==> src/rtl/ins_align_pkg.sv <==
// Shared constants and helpers for the fetch-to-decode instruction alignment queue.
package ins_align_pkg;

    localparam logic [1:0]  C_OPCODE_FULL      = 2'b11;
    localparam logic [31:0] C_DEFAULT_RESET_PC = 32'h0000_0000;

    typedef enum logic [1:0] {
        POP_NONE = 2'd0,
        POP_ONE  = 2'd1,
        POP_TWO  = 2'd2
    } pop_e;

    function automatic logic is_compressed(input logic [15:0] hw);
        return hw[1:0] != C_OPCODE_FULL;
    endfunction

    // Round a pc down to the start of the fetch packet that contains it.
    function automatic logic [31:0] align_fetch_pc(input logic [31:0] pc, input int unsigned fetch_hw);
        logic [31:0] mask;
        mask = 32'(2 * fetch_hw) - 32'd1;
        return pc & ~mask;
    endfunction

endpackage

==> src/rtl/hw_ring_buffer.sv <==
// Circular halfword buffer: packet-wide push at a halfword offset, pop of one or two halfwords.
module hw_ring_buffer
    import ins_align_pkg::*;
#(
    parameter int FETCH_HW = 2,
    parameter int HW_DEPTH = 8,
    localparam int OFF_W   = $clog2(FETCH_HW),
    localparam int CNT_W   = $clog2(HW_DEPTH) + 1
) (
    input  logic                    clk,
    input  logic                    rst,
    input  logic                    flush,
    input  logic                    push_en,
    input  logic [OFF_W-1:0]        push_skip,
    input  logic [16*FETCH_HW-1:0]  push_data,
    input  pop_e                    pop,
    output logic [15:0]             hw0,
    output logic [15:0]             hw1,
    output logic [CNT_W-1:0]        count
);

    localparam int PTR_W = $clog2(HW_DEPTH);

    logic [15:0]      ring [HW_DEPTH];
    logic [PTR_W-1:0] head;
    logic [CNT_W-1:0] cnt;
    logic [PTR_W-1:0] wr_idx [FETCH_HW];
    logic [FETCH_HW-1:0] wr_en;
    logic [CNT_W-1:0] push_amt;
    logic [CNT_W-1:0] pop_amt;

    // NOTE: every always_comb output gets a default first so no path can infer a latch.
    always_comb begin
        wr_en    = '0;
        push_amt = '0;
        pop_amt  = '0;
        for (int i = 0; i < FETCH_HW; i++) begin
            wr_en[i]  = push_en && (OFF_W'(i) >= push_skip);
            wr_idx[i] = head + cnt[PTR_W-1:0] + PTR_W'(i) - PTR_W'(push_skip);
        end
        if (push_en) begin
            push_amt = CNT_W'(FETCH_HW) - CNT_W'(push_skip);
        end
        case (pop)
            POP_ONE: pop_amt = CNT_W'(1);
            POP_TWO: pop_amt = CNT_W'(2);
            default: pop_amt = '0;
        endcase
    end

    // NOTE: the storage array is reset as well, so hw0/ins_l1 read a defined zero straight out of reset.
    always_ff @(posedge clk or posedge rst) begin
        if (rst) begin
            head <= '0;
            cnt  <= '0;
            for (int i = 0; i < HW_DEPTH; i++) begin
                ring[i] <= 16'h0000;
            end
        end else if (flush) begin
            cnt <= '0;
        end else begin
            for (int i = 0; i < FETCH_HW; i++) begin
                if (wr_en[i]) begin
                    ring[wr_idx[i]] <= push_data[16*i +: 16];
                end
            end
            head <= head + PTR_W'(pop_amt);
            cnt  <= cnt + push_amt - pop_amt;
        end
    end

    assign hw0   = ring[head];
    assign hw1   = ring[head + PTR_W'(1)];
    assign count = cnt;

endmodule

==> src/rtl/ins_align_queue.sv <==
// Instruction alignment queue: buffers fetch packets and emits one 16- or 32-bit instruction per handshake.
module ins_align_queue
    import ins_align_pkg::*;
#(
    parameter int          FETCH_HW = 2,
    parameter int          HW_DEPTH = 8,
    parameter logic [31:0] RESET_PC = C_DEFAULT_RESET_PC
) (
    input  logic                    clk,
    input  logic                    rst,
    input  logic                    fetch_valid_l0,
    output logic                    fetch_ready_l0,
    input  logic [16*FETCH_HW-1:0]  fetch_data_l0,
    input  logic [31:0]             fetch_pc_l0,
    input  logic                    redirect_en,
    input  logic [31:0]             redirect_addr,
    output logic                    ins_valid_l1,
    input  logic                    ins_ready_l1,
    output logic [31:0]             ins_l1,
    output logic [31:0]             pc_l1,
    output logic                    ins_c_l1
);

    localparam int OFF_W = $clog2(FETCH_HW);
    localparam int CNT_W = $clog2(HW_DEPTH) + 1;

    logic [CNT_W-1:0] count;
    logic [15:0]      hw0;
    logic [15:0]      hw1;
    logic [31:0]      head_pc;
    logic [31:0]      exp_fetch_pc;
    logic [OFF_W-1:0] skip;
    logic             hw0_c;
    logic             push_ok;
    pop_e             pop_sel;

    hw_ring_buffer #(
        .FETCH_HW (FETCH_HW),
        .HW_DEPTH (HW_DEPTH)
    ) u_ring (
        .clk       (clk),
        .rst       (rst),
        .flush     (redirect_en),
        .push_en   (push_ok),
        .push_skip (skip),
        .push_data (fetch_data_l0),
        .pop       (pop_sel),
        .hw0       (hw0),
        .hw1       (hw1),
        .count     (count)
    );

    assign fetch_ready_l0 = (CNT_W'(HW_DEPTH) - count) >= CNT_W'(FETCH_HW);

    // Packets not at the expected address are stale (pre-redirect) and are accepted but dropped.
    assign push_ok = fetch_valid_l0 && fetch_ready_l0 && !redirect_en
                  && (fetch_pc_l0 == exp_fetch_pc);

    assign hw0_c        = is_compressed(hw0);
    assign ins_valid_l1 = !redirect_en
                       && ((count >= CNT_W'(2)) || ((count == CNT_W'(1)) && hw0_c));
    // Held low while the buffer is empty so the idle/reset value is a clean zero.
    assign ins_c_l1     = hw0_c && (count != '0);
    assign ins_l1       = hw0_c ? {16'h0000, hw0} : {hw1, hw0};
    assign pc_l1        = head_pc;

    always_comb begin
        pop_sel = POP_NONE;
        if (ins_valid_l1 && ins_ready_l1) begin
            pop_sel = hw0_c ? POP_ONE : POP_TWO;
        end
    end

    // NOTE: sequential state uses non-blocking assignments so every register samples pre-edge values.
    always_ff @(posedge clk or posedge rst) begin
        if (rst) begin
            head_pc      <= {RESET_PC[31:1], 1'b0};
            exp_fetch_pc <= align_fetch_pc(RESET_PC, FETCH_HW);
            skip         <= RESET_PC[OFF_W:1];
        end else if (redirect_en) begin
            head_pc      <= {redirect_addr[31:1], 1'b0};
            exp_fetch_pc <= align_fetch_pc(redirect_addr, FETCH_HW);
            skip         <= redirect_addr[OFF_W:1];
        end else begin
            if (push_ok) begin
                skip         <= '0;
                exp_fetch_pc <= exp_fetch_pc + 32'(2 * FETCH_HW);
            end
            case (pop_sel)
                POP_ONE: head_pc <= head_pc + 32'd2;
                POP_TWO: head_pc <= head_pc + 32'd4;
                default: head_pc <= head_pc;
            endcase
        end
    end

endmodule

==> config.mk <==
export PLATFORM = sky130hd
export DESIGN_NAME = ins_align_queue
export DESIGN_NICKNAME = d
export VERILOG_FILES = /design/src/rtl/ins_align_pkg.sv /design/src/rtl/hw_ring_buffer.sv /design/src/rtl/ins_align_queue.sv
export SDC_FILE = /design/constraint.sdc
export NUM_CORES = 1
export LEC_CHECK = 0
export CAP_MARGIN = 0
export CORE_UTILIZATION = 53
export CTS_BUF_LIST = sky130_fd_sc_hd__clkbuf_8
export DETAILED_ROUTE_END_ITERATION = 16
export PLACE_DENSITY = 0.8
export SLEW_MARGIN = 30
export SYNTH_ARGS = -nofsm -noshare
export SYNTH_HDL_FRONTEND = slang
export SYNTH_HIERARCHICAL = 1
export SYNTH_SLANG_ARGS = --single-unit
export TNS_END_PERCENT = 1
==> constraint.sdc <==
create_clock -name clk -period 5.2 [get_ports clk]
set_clock_uncertainty 0.2 [all_clocks]
set_input_delay 1.56 -clock clk [delete_from_list [all_inputs] [get_ports clk]]
set_output_delay 1.56 -clock clk [all_outputs]
set_load 0.03 [all_outputs]
==> impl_metrics.ini, run 1 <==
[setup_path]
crit_path_start = u_ring/head[1]
cp.required_ps = 3440
worst-path-buf-inv = 2
crit_family = buffers and inverters
setup.worst_path.end_class = output port
worst_ep_arrival_time_ps = 3320
worst-setup-path-type = flip-flop to output port
r2r_cells = 17
worstPathMaxFanout = 18
reg2reg_from = u_ring/head[1]
crit_chain = buf_4 -> mux4_2 -> mux2_2 -> a21boi_1 -> nor2_1 -> nor2_1 -> clkdlybuf4s50_1
start_kind = flip-flop
critPathMaxStageDelay_ps = 700
slowest_stage = clkdlybuf4s50_1
crit_top_cell = nor2_1
cp.depth = 7

[global_route]
overflow = 0
grt_pass1_wl_microns = 64290
track_usage_pct = 32.04
grt_pass1_vias = 11720
grt_max_degree = 89
antenna_found_initial = 0

[route]
initialDrtViolationCount = 1491
vias = 11820
route.detailed.drc = 0
via_per_inst = 6.857
wire_per_inst_microns = 23.61
antenna_left = 0
dr.pass1.iters = 5
wl_microns = 40710

[logic_synthesis]
ys_types = 61
post-synth-top-area-fraction_pct = 36.99
synth.most_common_cell = dfrtp_1
syn_nets = 1374
synth_edf_count = 0
avgSynthCellArea_sq_um = 10.65
seq_area_frac_synth_pct = 36.99
yosys-top-cells-count = 197 x dfrtp_1, 149 x nor2_1, 128 x a22oi_1, 128 x o22a_1, 64 x mux4_2
async_reset_ff_share_pct = 100.0
synth_area_leaders = dfrtp_1 37%, mux4_2 11%, o22a_1 8.4%
synth_top_area_cell = dfrtp_1
yosys_warnings = 6
synth_top_flop_cell = dfrtp_1
synthCells = 1252
netlist_area_sq_um = 13330
ys_ff_latch = 197

[power_and_ir_drop]
power_density_nw_per_um2 = 398.4
ir_drop_mv = 0.4168
p_leak_nw = 6.496

[place]
placed_area_sq_um = 15360
place_congestion = 0.8932
dp_hpwl_microns = 27350
port_buffers = 165

[clock_tree]
clock_path_buffers = 2
clk_latency_ps = 490
clock_sinks = 197
cts_root_buffer = clkbuf_8
cts.clk_slew.worst_paths_ps = 90
cts_tree = done
cts_buffers = 17
postCtsHoldBufs = 0
htreeDepth = 4

[timing]
max_slew.worst_pin.slew_ps = 1009
max_freq_mhz = 197.0
slew_headroom_pct = 32.68
hold_viol = 0
holdWs_ps = 328.9
setup_viol = 0
fin_crit_sh_pct = 97.63
period_needed_ps = 5077
finalMaxSlewViolations = 0
rsz0062_at_grt = false

[layout]
antenna-diode-count = 0
post-route-util_pct = 64.61
area_delta_synth_final_pct = 18.58
stdcell_area_sq_um = 15800
finalNetCount = 1510
nFillCells = 1910
drive_gt1_share_pct = 16.79

[die]
fp.dieW_microns = 160.6
die-area_sq_um = 25780
coreArea_sq_um = 24460
rows = 57
dieHeight_microns = 160.6
ios = 168
start_util_pct = 54.48

[outcome]
outcome = finished, final reports clean

[min_path]
min_from = u_ring/ring[48]
hold_depth = 1
hold_class = flip-flop to flip-flop

[job]
maxCapViolCount = 0
==> cells in the final DEF, fill, tap and decap left out, types with 9 or more instances in the layout <==
cell type        instances
nor2_1                 149
ha_1                    16
nand3_1                 23
nand2_1                 47
a21o_1                  12
clkbuf_8                18
a21oi_1                  9
clkdlybuf4s50_1        154
dfrtp_1                195
buf_4                   63
mux4_2                  64
mux2i_1                 19
o22a_1                 128
nor4_1                  12
nand4_1                 18
o21ai_0                 30
xnor2_1                  9
inv_1                   30
o31ai_1                 12
a22oi_1                128
xor2_1                  53
o31a_1                   9
and3_1                  27
mux2_2                  37
==> path summary, 6_finish.rpt <==
| check | to | slack, ps |
|---|---|---|
| max in group asynchronous | exp_fetch_pc[7] | 2580 |
| worst min-delay path | u_ring/ring[48] | 330 |
| min in group asynchronous | pc_l1[19] | 1290 |
| worst min register to register | u_ring/ring[48] | 330 |
| worst max register to register | u_ring/count[3] | 650 |
| worst max-delay path | ins_valid_l1 | 120 |
==> power breakdown <==
group | internal, mW | switching [mW]
Clock | 0.535 | 0.568
Combinational | 1.12 | 2.31
Sequential | 1.60 | 0.159
==> routing by layer <==
metal | up-vias | global-route usage [%] | routed length (microns)
met3 | 138 | 5.811 | 3703
met1 | 5877 | 42.22 | 15860
li1 | 5065 | - | -
met5 | - | 0 | 0
met2 | 741 | 51.61 | 19590
met4 | 0 | 14.59 | 1557
==> registers in the layout (all words and copies together), names as in the netlist <==
register,count
u_ring/ring,128
pc_l1,31
exp_fetch_pc,30
u_ring/count,4
u_ring/head,3
skip,1
==> timing repair <==
| action | in CTS | in global routing |
|---|---|---|
| setup buffers | 0 | 1 |
| gates resized for setup | 2 | 0 |
| endpoints found under the setup margin | 9 | 1 |
| cloned | 0 | 0 |
==> cells by family (layout without fill, tap and decap cells) <==
group,Yosys count,count (layout),share of synthesized area (%)
compound gates,366,366,22.43
simple gates,335,335,12.17
flops,197,197,36.99
buf+inv,141,289,5.370
mux,120,120,15.37
xor+xnor,71,71,5.454
fa+ha+maj,21,21,2.197
other cells,1,1,0.02814
==> stage by stage <==
| step | setup TNS [ps] | setup slack, ps | power [mW] | std cells |
|---|---|---|---|---|
| after floorplan | 0 | 262.3 | 4.278 | 1252 |
| after global placement | -36.71 | -36.71 | 5.000 | 1692 |
| after detailed placement | -35.77 | -26.30 | 5.083 | 1692 |
| after CTS | 0 | 23.48 | 6.177 | 1723 |
| after global routing | 0 | 47.41 | 6.497 | 1724 |
| final | 0 | 123.3 | 6.296 | 1724 |
==> final cells by class <==
type / instances / area (sq um) / area share [%]
Clock buffer: 18 / 247.7 / 1.568
Clock inverter: 13 / 181.4 / 1.148
Inverter: 29 / 112.6 / 0.7125
Multi-Input combinational cell: 914 / 7705 / 48.75
Sequential cell: 197 / 4935 / 31.22
Tap cell: 324 / 405.4 / 2.565
Timing Repair Buffer: 229 / 2217 / 14.03
No activity file was read; power rests on OpenSTA's default activity.
==> run 2, diff against run 1 <==
--- a/config.mk
+++ b/config.mk
@@ -6,6 +6,7 @@
 export NUM_CORES = 1
 export LEC_CHECK = 0
 export CAP_MARGIN = 0
+export CORE_MARGIN = 3
 export CORE_UTILIZATION = 53
 export CTS_BUF_LIST = sky130_fd_sc_hd__clkbuf_8
 export DETAILED_ROUTE_END_ITERATION = 16
==> run 2 against run 1 <==
Global-route usage decreased by 1.8 points. Sequential power about the same. Highest routed layer unchanged. Critical path type unchanged. Die area grew 5.0%. Routed wire length rose by 1.5%.
==> impl_metrics.ini, run 2 (same netlist as run 1, synthesis figures left out) <==
[outcome]
outcome = finished, final reports clean

[route]
initialDrtViolationCount = 1881
wire_per_inst_microns = 24.03
route.detailed.drc = 0
wl_met1_microns = 15870
via_per_inst = 6.906
wl_microns = 41330
highest_layer = met4
wl_met2_microns = 19850
antenna_left = 0
dr.pass1.iters = 12
wl_met3_microns = 4154
vias = 11880

[setup_path]
worst-path-buf-inv = 2
worstPathMaxFanout = 10
cp.required_ps = 3440
start_kind = flip-flop
critPathMaxStageDelay_ps = 580
r2r_slack_ps = 790
worst_ep_arrival_time_ps = 3190
worst-setup-path-type = flip-flop to output port
crit_chain = ha_2 -> buf_4 -> mux4_2 -> mux2_2 -> and3_1 -> clkdlybuf4s50_1
slowest_stage = clkdlybuf4s50_1
setup.worst_path.end_class = output port
crit_family = buffers and inverters

[place]
placed_area_sq_um = 15320
place_congestion = 0.8878
dp_hpwl_microns = 27610
port_buffers = 165

[job]
maxCapViolCount = 0

[die]
coreArea_sq_um = 24530
dieHeight_microns = 164.6
rows = 57
die-area_sq_um = 27080
ios = 168
start_util_pct = 54.32
fp.dieW_microns = 164.6

[timing]
rsz0062_at_grt = false
max_slew.worst_pin.slew_ps = 894.6
final.setup.tns_ps = 0
hold_viol = 0
setup_viol = 0
slew_headroom_pct = 40.31
period_needed_ps = 4946
max_freq_mhz = 202.2
finalMaxSlewViolations = 0
fin_crit_sh_pct = 95.11

[global_route]
overflow = 0
grt_max_degree = 136
grt_pass1_vias = 11700
track_usage_pct = 30.26
antenna_found_initial = 0
grt_pass1_wl_microns = 63980

[clock_tree]
clock_sinks = 197
postCtsHoldBufs = 0
clk_latency_ps = 490
htreeDepth = 4
cts.clk_slew.worst_paths_ps = 100
cts_tree = done
clock_path_buffers = 2
cts_buffers = 17
cts_root_buffer = clkbuf_8

[layout]
final_cell_mix = 195 x dfrtp_1, 153 x clkdlybuf4s50_1, 149 x nor2_1
antenna-diode-count = 0
finalNetCount = 1505
top_register = u_ring/ring
nFillCells = 1895
final_common_cell = dfrtp_1
largest_reg_flops = 128
drive_gt1_share_pct = 16.83
seq_area_sq_um = 4935
area_delta_synth_final_pct = 18.31
multi_input_area_sq_um = 7705
stdcell_area_sq_um = 15770

[power_and_ir_drop]
p_leak_nw = 6.463
power_density_nw_per_um2 = 394.6
ir_drop_mv = 0.5395

[min_path]
hold_class = flip-flop to flip-flop
==> run 2: cell type report <==
class | instances | area share, %
Clock inverter | 15 | 1.262
Clock buffer | 17 | 1.484
Tap cell | 324 | 2.571
Sequential cell | 197 | 31.30
Timing Repair Buffer | 224 | 13.81
Multi-Input combinational cell | 914 | 48.87
Inverter | 29 | 0.7142
==> run 2: metrics by stage <==
step                hold slack [ps]  utilization, %  setup slack, ps  cells  total power, mW
finish                        318.0           64.27            254.2   1720            6.221
global route                  332.0           64.27            162.5   1720            6.445
CTS                           317.7           64.24            67.79   1719            6.110
detailed placement            294.6           62.45           -38.08   1687            5.012
global placement              288.7           62.44            21.43   1687            4.949
floorplan                     271.6               -            262.3   1252            4.278
==> run 2: per-layer routing <==
layer	vias to the layer above	GRT usage, %
met2	782	48.97
met5	-	0
met1	5895	40.11
met3	152	5.819
met4	0	12.54
li1	5049	-
==> run 2: final timing paths <==
check | startpoint | end | depth (start not counted)
max | u_ring/head[0] | ins_l1[26] | 6
min | u_ring/ring[95] | u_ring/ring[95] | 1
max reg2reg | u_ring/head[0] | u_ring/count[3] | 17
min reg2reg | u_ring/ring[95] | u_ring/ring[95] | 1
max in group asynchronous | rst | pc_l1[5] | 3
min in group asynchronous | rst | pc_l1[22] | 2
==> run 2: what timing repair did <==
item / CTS / global route
buffers inserted: 0 / 1
gates resized for setup: 3 / 0
setup endpoints to repair: 9 / 5
==> run 2: power by group <==
part           leakage [nW]  internal [mW]  switching [mW]  total, mW
Clock                 0.205          0.489           0.610       1.10
Combinational          3.65           1.08            2.31       3.39
Sequential             2.61           1.60           0.127       1.73
Total                  6.46           3.17            3.05       6.22
